`src/rtl/sdp_fifo_ctrl.sv`:
```
// Ready/valid FIFO controller for a simple dual-port RAM with registered read address,
// with a 2-entry skid buffer hiding read latency. Optional `flush` port via SDP_FIFO_FLUSH_EN.
module sdp_fifo_ctrl #(
    parameter int ADDR_BITS = 6,
    parameter int DATA_BITS = 14
) (
    input  logic                 clk,
    input  logic                 rst_n,
`ifdef SDP_FIFO_FLUSH_EN
    input  logic                 flush,
`endif
    input  logic [DATA_BITS-1:0] in_data,
    input  logic                 in_valid,
    output logic                 in_ready,
    output logic [DATA_BITS-1:0] out_data,
    output logic                 out_valid,
    input  logic                 out_ready,
    output logic [ADDR_BITS-1:0] ram_wr_addr,
    output logic [DATA_BITS-1:0] ram_wr_data,
    output logic                 ram_wr_en,
    output logic [ADDR_BITS-1:0] ram_rd_addr,
    input  logic [DATA_BITS-1:0] ram_rd_data,
    output logic [ADDR_BITS+1:0] level
);

    localparam int DEPTH = 2 ** ADDR_BITS;
    localparam logic [ADDR_BITS:0] DEPTH_CNT = (ADDR_BITS + 1)'(DEPTH);

    logic                 run;
    logic [ADDR_BITS-1:0] wr_ptr;
    logic [ADDR_BITS-1:0] rd_ptr;
    logic [ADDR_BITS:0]   ram_cnt;
    logic                 vld_p1;
    logic [1:0]           skid_cnt;
    logic [DATA_BITS-1:0] skid_head;
    logic [DATA_BITS-1:0] skid_tail;

    logic                 flush_now;
    logic                 push;
    logic                 pop;
    logic                 issue;
    logic [1:0]           occ_after_pop;
    logic [1:0]           skid_cnt_nxt;
    logic [DATA_BITS-1:0] skid_head_nxt;
    logic [DATA_BITS-1:0] skid_tail_nxt;

`ifdef SDP_FIFO_FLUSH_EN
    assign flush_now = flush;
`else
    assign flush_now = 1'b0;
`endif

    // run holds in_ready low until the first clock after reset release
    assign in_ready = run & (ram_cnt != DEPTH_CNT) & ~flush_now;
    assign push     = in_valid & in_ready;
    assign pop      = out_valid & out_ready;

    // Only issue when the returning word is guaranteed a free skid slot
    assign occ_after_pop = skid_cnt - {1'b0, pop} + {1'b0, vld_p1};
    assign issue         = ~flush_now & (ram_cnt != '0) & (occ_after_pop < 2'd2);

    assign ram_wr_en   = push;
    assign ram_wr_addr = wr_ptr;
    assign ram_wr_data = in_data;
    assign ram_rd_addr = rd_ptr;

    assign out_valid = (skid_cnt != 2'd0);
    assign out_data  = skid_head;
    assign level     = (ADDR_BITS + 2)'(ram_cnt) + (ADDR_BITS + 2)'(vld_p1)
                     + (ADDR_BITS + 2)'(skid_cnt);

    always_comb begin
        skid_cnt_nxt  = skid_cnt;
        skid_head_nxt = skid_head;
        skid_tail_nxt = skid_tail;
        if (pop) begin
            skid_head_nxt = skid_tail;
            skid_cnt_nxt  = skid_cnt - 2'd1;
        end
        if (vld_p1) begin
            if (skid_cnt_nxt == 2'd0) begin
                skid_head_nxt = ram_rd_data;
            end else begin
                skid_tail_nxt = ram_rd_data;
            end
            skid_cnt_nxt = skid_cnt_nxt + 2'd1;
        end
    end

    // stage 0 -> 1: pointers, RAM count and read-in-flight flag; stage 2: skid capture
    always_ff @(posedge clk or negedge rst_n) begin
        if (!rst_n) begin
            run       <= 1'b0;
            wr_ptr    <= '0;
            rd_ptr    <= '0;
            ram_cnt   <= '0;
            vld_p1    <= 1'b0;
            skid_cnt  <= 2'd0;
            skid_head <= '0;
        end else if (flush_now) begin
            wr_ptr    <= '0;
            rd_ptr    <= '0;
            ram_cnt   <= '0;
            vld_p1    <= 1'b0;
            skid_cnt  <= 2'd0;
        end else begin
            run <= 1'b1;
            if (push) begin
                wr_ptr <= wr_ptr + 1'b1;
            end
            if (issue) begin
                rd_ptr <= rd_ptr + 1'b1;
            end
            ram_cnt   <= ram_cnt + (ADDR_BITS + 1)'(push) - (ADDR_BITS + 1)'(issue);
            vld_p1    <= issue;
            skid_cnt  <= skid_cnt_nxt;
            skid_head <= skid_head_nxt;
        end
    end

    // Tail word is only observed once skid_cnt says it is occupied
    always_ff @(posedge clk) begin
        skid_tail <= skid_tail_nxt;
    end

endmodule

```
`config.mk`:
```
export PLATFORM = sky130hd
export DESIGN_NAME = sdp_fifo_ctrl
export DESIGN_NICKNAME = d
export VERILOG_FILES = /design/src/rtl/sdp_fifo_ctrl.sv
export SDC_FILE = /design/constraint.sdc
export NUM_CORES = 1
export LEC_CHECK = 0
export ABC_AREA = 1
export CAP_MARGIN = 40
export CORE_MARGIN = 8
export CORE_UTILIZATION = 43
export CTS_CLUSTER_SIZE = 16
export DETAILED_ROUTE_END_ITERATION = 8
export GPL_TIMING_DRIVEN = 1
export PLACE_DENSITY = 0.77
export RECOVER_POWER = 100
export SYNTH_ARGS = -nofsm -noshare
export SYNTH_HDL_FRONTEND = slang
export SYNTH_SLANG_ARGS = --single-unit
```
`constraint.sdc`:
```
create_clock -name clk -period 3 [get_ports clk]
set_input_delay 0.3 -clock clk [delete_from_list [all_inputs] [get_ports clk]]
set_output_delay 0.3 -clock clk [all_outputs]
set_load 0.1 [all_outputs]
```
==> results of run 1 <==
-- cell usage after synthesis --
| cell | n |
|---|---|
| xor2_1 | 9 |
| clkbuf_1 | 1 |
| ha_1 | 20 |
| nand3b_1 | 2 |
| inv_1 | 31 |
| nand4_2 | 1 |
| a31oi_1 | 14 |
| dfrtp_1 | 37 |
| nor2_1 | 23 |
| buf_6 | 4 |
| edfxtp_1 | 14 |
| a21oi_1 | 2 |
| fa_1 | 3 |
| buf_2 | 1 |
| or2_2 | 1 |
| o21ai_0 | 2 |
| nand2_2 | 4 |
| buf_4 | 14 |
| inv_2 | 4 |
| o21ai_1 | 1 |
| conb_1 | 1 |
| nand2_4 | 3 |
| nand3_1 | 19 |
| nand2_1 | 92 |
| nand4_1 | 9 |
| nor2_4 | 2 |
| nor2_2 | 1 |
-- through the flow --
step | cells | cell area [µm²] | util [%] | TNS, ps | hold slack, ps
6_report | 446 | 3318 | 51.96 | 0 | 507.1
5_1_grt | 446 | 3318 | 51.96 | 0 | 554.3
4_1_cts | 444 | 3502 | 54.84 | 0 | 464.2
3_5_place_dp | 435 | 3393 | 53.13 | -22.25 | 268.0
3_3_place_gp | 432 | 3336 | 52.23 | 0 | 462.7
2_1_floorplan | 315 | 2905 | - | 0 | 4.409
-- worst max-delay path, cell delays in order, from the launching register on --
cell and delay [ps]:
dfrtp_1 400, inv_2 90, ha_4 180, inv_12 40, nand2_8 70, inv_6 30, ha_4 250, inv_1 40
ha_2 170, inv_1 70, nand2_1 50, nand2_1 60, nor2_2 50, ha_1 260, inv_1 40, ha_2 180
fa_2 340, nand2_1 60, nand2_1 60, nand4_1 90, nand2_1 60, nand2_1 50, nand2_1 40
-- metal layers --
metal,track usage [%],vias up,part of all wire [%]
met3,3.983,14,6.1
met5,0,-,0
met1,14.68,1072,43
met2,22.61,51,49
li1,-,1107,-
met4,4.429,0,1.4
-- timing repair --
item                                    in CTS  in global routing
hold buffers                                 1                  0
endpoints found under the hold margin       16                  0
endpoints found under the setup margin       0                  1
setup buffers                                0                  2
gates resized for setup                      0                  1
-- flip-flops by register name, summed over array words and instances, names as in the netlist --
name and flops:
skid_tail 14, ram_cnt 7, vld_p1 1, out_data 14, ram_rd_addr 6, skid_cnt 2
ram_wr_addr 6, run 1
-- final cells by class --
class	instances	area [µm²]	area share, %
clock inverters	2	16.27	0.4902
inverters	35	148.9	4.487
flip-flops and latches	51	1346	40.57
repair buffers	66	397.9	11.99
clock buffers	6	82.58	2.489
multi-input cells	209	1230	37.07
well taps	77	96.34	2.903
-- worst max-delay path by stage --
stage,cells after the start,slack [ps],end,start
finish,22,200,ram_cnt[6]$_DFF_PN0_,skid_cnt[1]$_DFF_PN0_
global route,22,6,ram_cnt[6]$_DFF_PN0_,skid_cnt[1]$_DFF_PN0_
CTS,22,120,ram_cnt[6]$_DFF_PN0_,skid_cnt[0]$_DFF_PN0_
detailed placement,20,-20,ram_cnt[6]$_DFF_PN0_,out_ready
global placement,20,40,ram_cnt[6]$_DFF_PN0_,out_ready
floorplan,23,2,ram_cnt[6]$_DFF_PN0_,skid_cnt[0]$_DFF_PN0_
-- logic make-up (layout without fill, tap and decap cells) --
logic type	count (synthesis)	count (layout)
AND/OR/NAND/NOR	157	157
buffers and inverters	55	109
flip-flops	51	51
adder cells (fa/ha/maj)	23	23
AO/OA/AOI/OAI	19	19
XOR/XNOR	9	9
other	1	1
==> results.sh, run 1 <==
export IMPL_status="completed"
export IMPL_synth_compound_area_share_pct=3.956
export IMPL_drt_iter0_drc=91
export IMPL_synth_area_per_cell_um2=9.036
export IMPL_fin_ws_ps=198.4
export IMPL_synth_seq_cells=51
export IMPL_cp_arrival_ps=3000
export IMPL_vias=2244
export IMPL_layout_cells_most_common_list="nand2_1, dfrtp_1, clkbuf_1"
export IMPL_syn2layout_area_growth_pct=16.57
export IMPL_layout_min_cycle_time_ps=2802
export IMPL_die_area_um2=9479
export IMPL_synth_xor_area_share_pct=2.769
export IMPL_synth_area_leader_cell="dfrtp_1"
export IMPL_rsz0062_at_grt="no"
export IMPL_hold_viol_final=0
export IMPL_synth_top_family_by_area="simple AND/OR/NAND/NOR gates"
export IMPL_viasPerCell=5.031
export IMPL_fin_worst_skew_ps=7.695
export IMPL_yosys_area_share_simple_pct=24.75
export IMPL_r2r_start="skid_cnt[1]$_DFF_PN0_"
export IMPL_grt_max_degree=29
export IMPL_drc=0
export IMPL_holdCritPathClass="reg2reg"
export IMPL_synth_cell_types=27
export IMPL_final_net_count=423
export IMPL_max_slew_worst_pin_slew_ps=1215
export IMPL_path_class="reg2reg"
export IMPL_global_route_usage_total_pct=13.01
export IMPL_overflow=0
export IMPL_coreArea_um2=6386
export IMPL_synth_adder_area_share_pct=10.90
export IMPL_max_slew_margin_pct=19.36
export IMPL_grt_pass1_vias=2295
export IMPL_numCtsBuffers=5
export IMPL_final_common_cell="nand2_1"
export IMPL_r2r_end="ram_cnt[6]$_DFF_PN0_"
export IMPL_hold_start="ram_wr_addr[5]$_DFFE_PN0P_"
export IMPL_htree_levels=2
export IMPL_drt_pass1_iterations=4
export IMPL_whs_endpoint="ram_wr_addr[5]$_DFFE_PN0P_"
export IMPL_antenna_left=0
export IMPL_critPathRequiredTime_ps=3200
export IMPL_synthTopCellsByArea="dfrtp_1, edfxtp_1, nand2_1, ha_1, inv_1"
export IMPL_synth_fp_nets=370
export IMPL_hold_depth=2
export IMPL_avgRoutedWirePerCell_um=13.73
export IMPL_cts_tree="yes"
export IMPL_ioPinCount=83
export IMPL_setup_viol=0
export IMPL_clock_sinks=51
export IMPL_cts_root_buffer="clkbuf_8"
export IMPL_end_kind="flip-flop"
export IMPL_synthMuxAreaShare_pct=0
export IMPL_antenna_found_initial=0
export IMPL_clk_path_buf_depth=2
export IMPL_clk_latency_ps=300
export IMPL_clock_fmax_mhz=356.9
export IMPL_portBuffers=54
export IMPL_reg2reg_slack_ps=200
export IMPL_synth_top_area_share_pct=32.53
export IMPL_synth_cells=315
export IMPL_seq_area_frac_synth_pct=47.30
export IMPL_start_kind="flip-flop"
export IMPL_reg2reg_depth=22
export IMPL_yosysWarnings=0
export IMPL_antennaDiodeCount=0
export IMPL_rows=29
export IMPL_dp_slack_ps=-22.25
export IMPL_drive_gt1_share_pct=11.38
export IMPL_wirelength_um=6123
export IMPL_clkTransAtPathRegs_ps=90
export IMPL_drv_cap=0
export IMPL_slew_violations=0
export IMPL_place_congestion=0.7577
export IMPL_dieWidth_um=97.36
export IMPL_crit_path_max_fanout=3
export IMPL_grt_pass1_wl_um=10580
export IMPL_hpwl_um=4751
export IMPL_die_h_um=97.36
export IMPL_start_util_pct=44.57
export IMPL_fillCellCount=614
export IMPL_netlist_area_um2=2846
export IMPL_fin_crit_sh_pct=93.39
Power of run 1 is not shown: default switching activity piles up to over one toggle a cycle in this logic, so the estimate is an artifact.
==> run 2, diff against run 1 <==
--- a/config.mk
+++ b/config.mk
@@ -7,12 +7,15 @@
 export LEC_CHECK = 0
 export ABC_AREA = 1
 export CAP_MARGIN = 40
+export CELL_PAD_IN_SITES_DETAIL_PLACEMENT = 0
+export CELL_PAD_IN_SITES_GLOBAL_PLACEMENT = 2
 export CORE_MARGIN = 8
-export CORE_UTILIZATION = 43
+export CORE_UTILIZATION = 25
+export CTS_CLUSTER_DIAMETER = 60
 export CTS_CLUSTER_SIZE = 16
 export DETAILED_ROUTE_END_ITERATION = 8
 export GPL_TIMING_DRIVEN = 1
-export PLACE_DENSITY = 0.77
+export PLACE_DENSITY_LB_ADDON = 0.1
 export RECOVER_POWER = 100
 export SYNTH_ARGS = -nofsm -noshare
 export SYNTH_HDL_FRONTEND = slang
==> results.sh, run 2 (synthesis gave the netlist of run 1 again) <==
export IMPL_status="completed"
export IMPL_syn2layout_area_growth_pct=21.49
export IMPL_max_slew_margin_pct=3.202
export IMPL_hold_start="ram_wr_addr[5]$_DFFE_PN0P_"
export IMPL_final_common_cell="nand2_1"
export IMPL_portBuffers=54
export IMPL_max_slew_worst_pin_slew_ps=1452
export IMPL_hold_viol_final=0
export IMPL_r2r_start="skid_cnt[1]$_DFF_PN0_"
export IMPL_numCtsBuffers=5
export IMPL_grt_pass1_vias=2291
export IMPL_final_net_count=422
export IMPL_place_congestion=0.6857
export IMPL_postPlaceCellArea_um2=3466
export IMPL_critPathRequiredTime_ps=3180
export IMPL_end_kind="flip-flop"
export IMPL_drt_pass1_iterations=4
export IMPL_final_area_um2=3458
export IMPL_grt_max_degree=29
export IMPL_global_route_usage_total_pct=9.687
export IMPL_antenna_left=0
export IMPL_slew_violations=0
export IMPL_dieWidth_um=122.7
export IMPL_rows=39
export IMPL_use_met2_pct=16.65
export IMPL_drc=0
export IMPL_cts_tree="yes"
export IMPL_gr_usage_met3_pct=2.668
export IMPL_top_usage_layer="met2"
export IMPL_drv_cap=0
export IMPL_clock_sinks=51
export IMPL_antenna_found_initial=0
export IMPL_layout_cells_most_common_list="nand2_1, dfrtp_1, clkbuf_1"
export IMPL_fin_crit_sh_pct=92.56
export IMPL_cp_arrival_ps=2960
export IMPL_startpoint="skid_cnt[1]$_DFF_PN0_"
export IMPL_crit_path_max_fanout=3
export IMPL_clkTransAtPathRegs_ps=70
export IMPL_vias=2189
export IMPL_clk_path_buf_depth=2
export IMPL_path_class="reg2reg"
export IMPL_grt_pass1_wl_um=11610
export IMPL_start_util_pct=25.25
export IMPL_fin_worst_skew_ps=9.034
export IMPL_layout_min_cycle_time_ps=2777
export IMPL_wirelength_um=6991
export IMPL_clock_fmax_mhz=360.1
export IMPL_clk_latency_ps=290
export IMPL_die_area_um2=15060
export IMPL_viasPerCell=4.284
export IMPL_die_h_um=122.7
export IMPL_htree_levels=2
export IMPL_overflow=0
export IMPL_antennaDiodeCount=0
export IMPL_ioPinCount=83
export IMPL_grt_met1_usage_pct=11.45
export IMPL_fillCellCount=1217
export IMPL_holdCritPathClass="reg2reg"
export IMPL_rsz0062_at_grt="no"
export IMPL_coreArea_um2=11270
export IMPL_setup_viol=0
export IMPL_hpwl_um=5209
export IMPL_avgRoutedWirePerCell_um=13.68
export IMPL_drt_iter0_drc=61
export IMPL_cts_root_buffer="clkbuf_16"
export IMPL_drive_gt1_share_pct=11.41
export IMPL_start_kind="flip-flop"
==> run 2: cell types whose count changed in the layout (fill, tap and decap cells not counted) <==
| cell | change |
|---|---|
| nor2_1 | +1 |
| clkbuf_16 | +5 |
| bufinv_16 | +1 |
| inv_6 | +1 |
| clkdlybuf4s50_1 | -2 |
| clkinv_4 | -1 |
| nor2_2 | -1 |
| buf_4 | +1 |
| clkbuf_8 | -6 |
==> run 2: final cells by class <==
| class | instances | area [µm²] | area share [%] |
|---|---|---|---|
| clock inverter | 3 | 46.29 | 1.339 |
| timing repair buffer | 65 | 385.4 | 11.14 |
| inverter | 35 | 148.9 | 4.305 |
| clock buffer | 5 | 125.1 | 3.618 |
| tap | 143 | 178.9 | 5.174 |
| sequential | 51 | 1346 | 38.93 |
| multi-input combinational | 209 | 1227 | 35.49 |
==> run 2: final timing paths <==
path,depth (start not counted),endpoint,slack [ps]
setup / recovery,22,ram_cnt[6]$_DFF_PN0_,220
hold / removal,2,ram_wr_addr[5]$_DFFE_PN0P_,510
setup reg to reg,22,ram_cnt[6]$_DFF_PN0_,220
hold reg to reg,2,ram_wr_addr[5]$_DFFE_PN0P_,510
max in group asynchronous,3,ram_rd_addr[1]$_DFFE_PN0P_,510
min in group asynchronous,2,out_data[13]$_DFF_PN0_,660
==> run 2: repair_timing <==
action / in CTS / in global routing
resized for setup: 0 / 1
setup endpoints to repair: 0 / 2
hold buffers: 1 / 0
setup buffers: 0 / 2
hold endpoints to repair: 14 / 0
==> run 2: worst max-delay path: stages, from the launching register on <==
cell and delay (ps):
dfrtp_1 390, inv_2 90, ha_4 180, inv_12 40, nand2_8 70, inv_6 30
ha_4 250, inv_1 40, ha_2 180, inv_2 50, nand2_1 40, nand2_1 60
nor2_1 50, ha_1 270, inv_1 40, ha_2 170, fa_2 340, nand2_1 70
nand2_1 70, nand4_1 90, nand2_1 60, nand2_1 50, nand2_1 40
==> run 2: metrics by stage <==
step	setup slack, ps	std cells	setup TNS [ps]	util [%]	hold slack [ps]
floorplan	2.034	315	0	-	4.409
global placement	13.25	499	0	30.57	496.5
detailed placement	-20.98	500	-20.98	30.75	259.4
CTS	125.1	509	0	32.36	491.1
global route	7.581	511	0	30.68	546.3
finish	223.2	511	0	30.68	505.1
==> run 2: layer usage <==
metal	part of all wire [%]	vias up	routed length [µm]
met5	0	-	0
met4	1.2	0	84
met3	5.5	8	386
met2	49	54	3408
met1	45	1024	3111
li1	-	1103	-
Power of run 2 is left out for the same reason.
